<file path="src/rtl/adxl362_pkg.sv">
// Shared definitions for the ADXL362 FIFO loader: entry tags, FIFO_MODE
// encodings, loader FSM states and the 16-bit entry packing helpers.
package adxl362_pkg;

    localparam int ENTRY_WIDTH   = 16;
    localparam int ENTRY_VALUE_W = 14;

    // Entry tag field [15:14]
    localparam logic [1:0] TAG_X = 2'b00;
    localparam logic [1:0] TAG_Y = 2'b01;
    localparam logic [1:0] TAG_Z = 2'b10;
    localparam logic [1:0] TAG_T = 2'b11;

    // FIFO_MODE encodings
    localparam logic [1:0] MODE_DIS    = 2'b00;
    localparam logic [1:0] MODE_OLDEST = 2'b01;
    localparam logic [1:0] MODE_STREAM = 2'b10;
    localparam logic [1:0] MODE_TRIG   = 2'b11;

    // Loader FSM: each WR_* state is the cycle in which that entry's write
    // strobe is presented to the FIFO.
    typedef enum logic [2:0] {
        IDLE = 3'd0,
        WR_X = 3'd1,
        WR_Y = 3'd2,
        WR_Z = 3'd3,
        WR_T = 3'd4
    } loader_state_e;

    // Tag that belongs to the entry written in a given state.
    function automatic logic [1:0] state_tag(input loader_state_e st);
        logic [1:0] tag;
        case (st)
            WR_X:    tag = TAG_X;
            WR_Y:    tag = TAG_Y;
            WR_Z:    tag = TAG_Z;
            WR_T:    tag = TAG_T;
            default: tag = TAG_X;
        endcase
        return tag;
    endfunction

    // Assemble one FIFO entry from a tag and an already sign-extended value.
    function automatic logic [ENTRY_WIDTH-1:0] pack_entry(
        input logic [1:0]               tag,
        input logic [ENTRY_VALUE_W-1:0] value
    );
        return {tag, value};
    endfunction

endpackage

</file>
<file path="src/rtl/adxl362_fifo_loader.sv">
// ADXL362 FIFO loader: serialises each X/Y/Z(/T) sample set into tagged
// 16-bit FIFO entries, applies the FIFO_MODE full policy, merges SPI pops
// with stream-mode discards, and tracks entry count, watermark and overrun.
module adxl362_fifo_loader
    import adxl362_pkg::*;
#(
    parameter int DEPTH        = 512,
    parameter int CNT_WIDTH    = $clog2(DEPTH) + 1,
    parameter int SAMPLE_WIDTH = 12
) (
    input  logic                    clk,
    input  logic                    rst,
    input  logic                    flush,
    input  logic                    sample_valid,
    input  logic [SAMPLE_WIDTH-1:0] x_data,
    input  logic [SAMPLE_WIDTH-1:0] y_data,
    input  logic [SAMPLE_WIDTH-1:0] z_data,
    input  logic [SAMPLE_WIDTH-1:0] temp_data,
    input  logic [1:0]              fifo_mode,
    input  logic                    fifo_temp,
    input  logic [CNT_WIDTH-1:0]    fifo_samples,
    input  logic                    spi_pop,
    input  logic                    fifo_full,
    input  logic                    fifo_empty,
    output logic                    fifo_write,
    output logic [ENTRY_WIDTH-1:0]  fifo_data,
    output logic                    fifo_read,
    output logic [CNT_WIDTH-1:0]    entries,
    output logic                    watermark,
    output logic                    overrun,
    input  logic                    overrun_clr
);

    localparam logic [CNT_WIDTH-1:0] CNT_MAX  = CNT_WIDTH'(DEPTH);
    localparam logic [CNT_WIDTH-1:0] CNT_ZERO = {CNT_WIDTH{1'b0}};
    localparam logic [CNT_WIDTH-1:0] CNT_ONE  = CNT_WIDTH'(1);

    loader_state_e state_r;
    loader_state_e state_next_s;
    loader_state_e target_s;

    logic [1:0]              mode_r;
    logic                    temp_en_r;
    logic [SAMPLE_WIDTH-1:0] y_r;
    logic [SAMPLE_WIDTH-1:0] z_r;
    logic [SAMPLE_WIDTH-1:0] t_r;

    logic [1:0]              mode_s;
    logic                    stream_s;
    logic                    full_s;
    logic                    drop_s;
    logic                    suppress_s;
    logic                    write_s;
    logic                    discard_s;
    logic                    read_s;
    logic                    overrun_set_s;
    logic [SAMPLE_WIDTH-1:0] sample_s;
    logic [ENTRY_WIDTH-1:0]  data_s;
    logic [CNT_WIDTH-1:0]    entries_next_s;

    logic                    fifo_write_r;
    logic [ENTRY_WIDTH-1:0]  fifo_data_r;
    logic                    fifo_read_r;
    logic [CNT_WIDTH-1:0]    entries_r;
    logic                    watermark_r;
    logic                    overrun_r;

    // The first entry of a set is decided in IDLE, before the mode is
    // latched, so it uses the live mode; later entries use the latched one.
    assign mode_s   = (state_r == IDLE) ? fifo_mode : mode_r;
    assign stream_s = (mode_s == MODE_STREAM) || (mode_s == MODE_TRIG);

    // Our own count already includes a write still in flight to the FIFO,
    // so it catches "full" one cycle before the FIFO's flag does.
    assign full_s = fifo_full || (entries_r == CNT_MAX);

    assign drop_s = sample_valid && (state_r != IDLE) &&
                    (fifo_mode != MODE_DIS) && !flush;

    // State register.
    always_ff @(posedge clk) begin
        if (rst) begin
            state_r <= IDLE;
        end else begin
            state_r <= state_next_s;
        end
    end

    // Next-state logic, including the oldest-saved abort when full.
    always_comb begin
        target_s     = IDLE;
        suppress_s   = 1'b0;
        state_next_s = IDLE;
        case (state_r)
            IDLE: begin
                if (sample_valid && (fifo_mode != MODE_DIS)) begin
                    target_s = WR_X;
                end else begin
                    target_s = IDLE;
                end
            end
            WR_X: target_s = WR_Y;
            WR_Y: target_s = WR_Z;
            WR_Z: begin
                if (temp_en_r) begin
                    target_s = WR_T;
                end else begin
                    target_s = IDLE;
                end
            end
            WR_T:    target_s = IDLE;
            default: target_s = IDLE;
        endcase

        if (flush) begin
            state_next_s = IDLE;
        end else if ((target_s != IDLE) && full_s && (mode_s == MODE_OLDEST)) begin
            suppress_s   = 1'b1;
            state_next_s = IDLE;
        end else begin
            state_next_s = target_s;
        end
    end

    // Output decode for the entry that the next state will present.
    always_comb begin
        write_s       = 1'b0;
        discard_s     = 1'b0;
        read_s        = 1'b0;
        overrun_set_s = 1'b0;
        data_s        = {ENTRY_WIDTH{1'b0}};
        sample_s      = {SAMPLE_WIDTH{1'b0}};

        case (state_next_s)
            WR_X:    sample_s = x_data;
            WR_Y:    sample_s = y_r;
            WR_Z:    sample_s = z_r;
            WR_T:    sample_s = t_r;
            default: sample_s = {SAMPLE_WIDTH{1'b0}};
        endcase

        if (flush) begin
            write_s       = 1'b0;
            discard_s     = 1'b0;
            read_s        = 1'b0;
            overrun_set_s = 1'b0;
        end else begin
            write_s       = (state_next_s != IDLE);
            discard_s     = write_s && full_s && stream_s;
            read_s        = (spi_pop && !fifo_empty) || discard_s;
            overrun_set_s = drop_s || suppress_s || discard_s;
            if (write_s) begin
                data_s = pack_entry(state_tag(state_next_s),
                                    ENTRY_VALUE_W'($signed(sample_s)));
            end else begin
                data_s = {ENTRY_WIDTH{1'b0}};
            end
        end
    end

    // Entry count update, saturating at 0 and DEPTH.
    always_comb begin
        entries_next_s = entries_r;
        if (flush) begin
            entries_next_s = CNT_ZERO;
        end else if (write_s && !read_s) begin
            if (entries_r != CNT_MAX) begin
                entries_next_s = entries_r + CNT_ONE;
            end else begin
                entries_next_s = entries_r;
            end
        end else if (read_s && !write_s) begin
            if (entries_r != CNT_ZERO) begin
                entries_next_s = entries_r - CNT_ONE;
            end else begin
                entries_next_s = entries_r;
            end
        end else begin
            entries_next_s = entries_r;
        end
    end

    // Capture mode, temperature enable and the remaining samples on set accept.
    always_ff @(posedge clk) begin
        if (rst) begin
            mode_r    <= MODE_DIS;
            temp_en_r <= 1'b0;
            y_r       <= {SAMPLE_WIDTH{1'b0}};
            z_r       <= {SAMPLE_WIDTH{1'b0}};
            t_r       <= {SAMPLE_WIDTH{1'b0}};
        end else if ((state_r == IDLE) && (state_next_s == WR_X)) begin
            mode_r    <= fifo_mode;
            temp_en_r <= fifo_temp;
            y_r       <= y_data;
            z_r       <= z_data;
            t_r       <= temp_data;
        end
    end

    // Registered FIFO strobes, entry count and watermark.
    always_ff @(posedge clk) begin
        if (rst) begin
            fifo_write_r <= 1'b0;
            fifo_data_r  <= {ENTRY_WIDTH{1'b0}};
            fifo_read_r  <= 1'b0;
            entries_r    <= CNT_ZERO;
            watermark_r  <= 1'b0;
        end else begin
            fifo_write_r <= write_s;
            fifo_data_r  <= data_s;
            fifo_read_r  <= read_s;
            entries_r    <= entries_next_s;
            watermark_r  <= (entries_next_s > fifo_samples);
        end
    end

    // Sticky overrun; a new set condition beats a same-cycle clear.
    always_ff @(posedge clk) begin
        if (rst) begin
            overrun_r <= 1'b0;
        end else if (overrun_set_s) begin
            overrun_r <= 1'b1;
        end else if (overrun_clr) begin
            overrun_r <= 1'b0;
        end
    end

    assign fifo_write = fifo_write_r;
    assign fifo_data  = fifo_data_r;
    assign fifo_read  = fifo_read_r;
    assign entries    = entries_r;
    assign watermark  = watermark_r;
    assign overrun    = overrun_r;

endmodule

</file>
<file path="config.mk">
export PLATFORM = sky130hd
export DESIGN_NAME = adxl362_fifo_loader
export DESIGN_NICKNAME = d
export VERILOG_FILES = /design/src/rtl/adxl362_pkg.sv /design/src/rtl/adxl362_fifo_loader.sv
export SDC_FILE = /design/constraint.sdc
export NUM_CORES = 1
export LEC_CHECK = 0
export CORE_MARGIN = 3
export CORE_UTILIZATION = 49
export DETAILED_ROUTE_END_ITERATION = 10
export HOLD_SLACK_MARGIN = 0.05
export PLACE_DENSITY = 0.81
export SYNTH_ARGS = -nofsm -noshare
export SYNTH_HDL_FRONTEND = slang
export SYNTH_SLANG_ARGS = --single-unit
</file>
<file path="constraint.sdc">
create_clock -name clk -period 4.48 [get_ports clk]
set_clock_uncertainty 0.15 [all_clocks]
set_input_delay 1.344 -clock clk [delete_from_list [all_inputs] [get_ports clk]]
set_output_delay 1.344 -clock clk [all_outputs]
set_load 0.005 [all_outputs]
</file>
==> results.cfg <==
[clocking]
cts_buffers = 9
htree_levels = 3
clock-sinks = 70
ctsLongestPathBuffers = 2
cts_tree = done
clkTransAtPathRegs_ns = 0.09
cts-root-buf = clkbuf_8
cts_setup_buffers = 0
clock_latency_ns = 0.36
holdBufCountCts = 0
ctsResizeCount = 0

[sta]
tightest_slew_ns = 0.744
setup_violations = 0
fin_crit_sh_pct = 93.6
timing.fmax_mhz = 238
hold_violations = 0
slew_viol_final = 0
relSlewSlack_pct = 50.2
rsz0062_at_grt = no
period_needed_ns = 4.19

[finish]
antenna_cells = 0
fin_nets = 660
syn2layout_area_growth_pct = 37.3
register_area_mm2 = 0.00140
final_cells = 683
multiInputGateArea_mm2 = 0.00209
drive_gt1_share_pct = 11.3
n_fill_cell = 570

[power]
combPwrFrac_pct = 14.3
leakagePower_nw = 2.01
power.switching_mw = 0.381
power.density_mw_per_mm2 = 282
finalPower_mw = 1.45
switching_share_pct = 26.2
ir_drop_mv = 0.247
p_clk_share_pct = 40.9
p_int_mw = 1.07
seq_power_share_pct = 44.8

[min_path]
hold_class = reg -> reg
hold_path_depth = 2

[floorplan]
core_area_mm2 = 0.00733
start_util_pct = 51.3
die_h_um = 93.6
io-pin-count = 99
die-width_um = 93.6
rows = 31
dieArea_mm2 = 0.00875

[global_routing]
grt_max_degree = 39
overflow = 0
antenna_found_initial = 0
grt_first_pass_wirelength_um = 17300
grt_use_total_pct = 25.2
grt_pass1_vias = 3608

[yosys]
synth_area_mm2 = 0.00376
async_reset_ff_share_pct = 0
ys_warn_count = 0
ys_types = 60
synth_edf_count = 0
avgSynthCellArea_um2 = 7.91
synth_most_common_cell = nand2_1
yosysTopAreaCellShare_pct = 37.3
synthCells = 475
synth_ff_type = dfxtp_1
ys_seq_area_share_pct = 37.3
synth_common_cells = nand2_1, dfxtp_1, a21oi_1
yosys_register_bits = 70
syn-num-nets = 556
yosys-top-cells-area = dfxtp_1, nand2_1, a21oi_1
yosys.area.top_type = dfxtp_1

[drt]
wl_met1_um = 4820
route.top_layer_used = met4
met2WireLength_um = 5210
wl_met3_um = 693
totalWireLength_um = 10900
first_iter_violations = 293
vias = 3832
wl_per_cell_um = 15.9
drtAntennaViolNets = 0
drc = 0
vias_per_cell = 5.61
dr.pass1.iters = 5

[job]
maxCapViolCount = 0

[place]
finalWeightedCongestion = 0.882
place_inst = 667
portBuffers = 98
place_hpwl_um = 8130

[critical_path]
r2r_cells = 14
critPathMaxFanout = 4
r2r_setup_slack_ns = 0.82
start_kind = input pin
cp_data_arrival_time_ns = 4.31
endpoint_kind = flip-flop
worstPathRequired_ns = 4.60
path_class = in -> reg

[status]
outcome = finished, final reports clean
==> final cells by class <==
| class | instances | area share [%] |
|---|---|---|
| clock buffers | 9 | 2.40 |
| clock inverters | 7 | 2.04 |
| multi-input cells | 342 | 40.6 |
| flip-flops and latches | 70 | 27.2 |
| repair buffers | 128 | 23.4 |
| well taps | 99 | 2.40 |
| inverters | 28 | 2.04 |
==> per-stage QoR <==
stage	area [µm²]	setup WS (ns)	TNS, ns	hold WS [ns]	utilization [%]
global route	5160	0.0427	0	0.324	70.4
finish	5160	0.287	0	0.306	70.4
detailed placement	4930	-0.0486	-0.0486	0.296	67.3
global placement	4930	0.111	0	0.291	67.3
CTS	5160	0.309	0	0.307	70.4
floorplan	3760	0.674	0	0.286	-
==> layout by cell type, fill, tap and decap left out, types with 2 or more instances in the layout <==
master           Yosys  final
clkdlybuf4s50_1      0     98
nand2_1             92     92
dfxtp_1             70     70
a21oi_1             49     49
nor2_1              30     30
buf_4                2     30
inv_1               28     28
nand3_1             20     20
o21ai_0             16     16
a222oi_1            12     12
ha_1                12     12
mux2i_1             10     10
nor2b_1              9      9
nor3_1               9      9
clkbuf_8             0      9
or3_1                7      7
nor4_1               5      5
nand4_1              4      4
mux2_1               4      4
a31oi_1              4      4
a21o_1               4      4
o211a_1              3      3
or4_4                3      3
nand2b_1             3      3
mux2_2               3      3
a311oi_1             3      3
a211oi_1             3      3
o21a_1               2      2
o31a_1               2      2
a32oi_2              2      2
xnor2_1              2      2
xor2_1               2      2
inv_6                0      2
bufinv_16            0      2
==> final timing paths <==
check / start / end
setup / recovery: fifo_mode[0] / watermark
hold reg to reg: y_r[2] / y_r[2]
setup reg to reg: entries[0] / watermark
hold / removal: y_r[2] / y_r[2]
==> sequential cells by signal, indices dropped and copies added (netlist names), 2 cells and up <==
name	count
mode_r	2
state_r	3
z_r	12
t_r	12
entries	10
y_r	12
fifo_data	14
==> cells by family after synthesis <==
group,after synthesis,synth area share [%]
adders and majority gates,12,4.00
xor gates and xnor gates,4,0.933
AOI/OAI and AO/OA,113,20.1
DFF,70,37.3
muxes,18,5.16
and+or+nand+nor,195,25.1
buffers and inverters,63,7.36
==> per-layer routing <==
layer,up-vias,track usage [%]
met5,-,0
met4,0,8.18
met3,11,5.55
met2,142,42.0
met1,1807,32.3
li1,1872,-
==> power by group through the flow <==
stage          clock network, mW  registers, mW  logic, mW
2_1_floorplan                  0          0.663      0.100
3_3_place_gp                   0          0.664      0.203
3_5_place_dp                   0          0.665      0.206
4_1_cts                    0.599          0.650      0.208
5_1_grt                    0.630          0.653      0.227
6_report                   0.595          0.651      0.208
==> critical path, stage by stage <==
cell and delay, ns:
clkdlybuf4s50_1 0.51, o21a_1 0.24, o211a_1 0.29, a21boi_0 0.17, buf_4 0.16, nor3_1 0.26
o41ai_1 0.12, buf_4 0.15, ha_1 0.29, nand4_1 0.13, nor2_1 0.18, a21oi_1 0.09
o211a_1 0.13, a311oi_1 0.26
(Power assumes the default switching activity.)
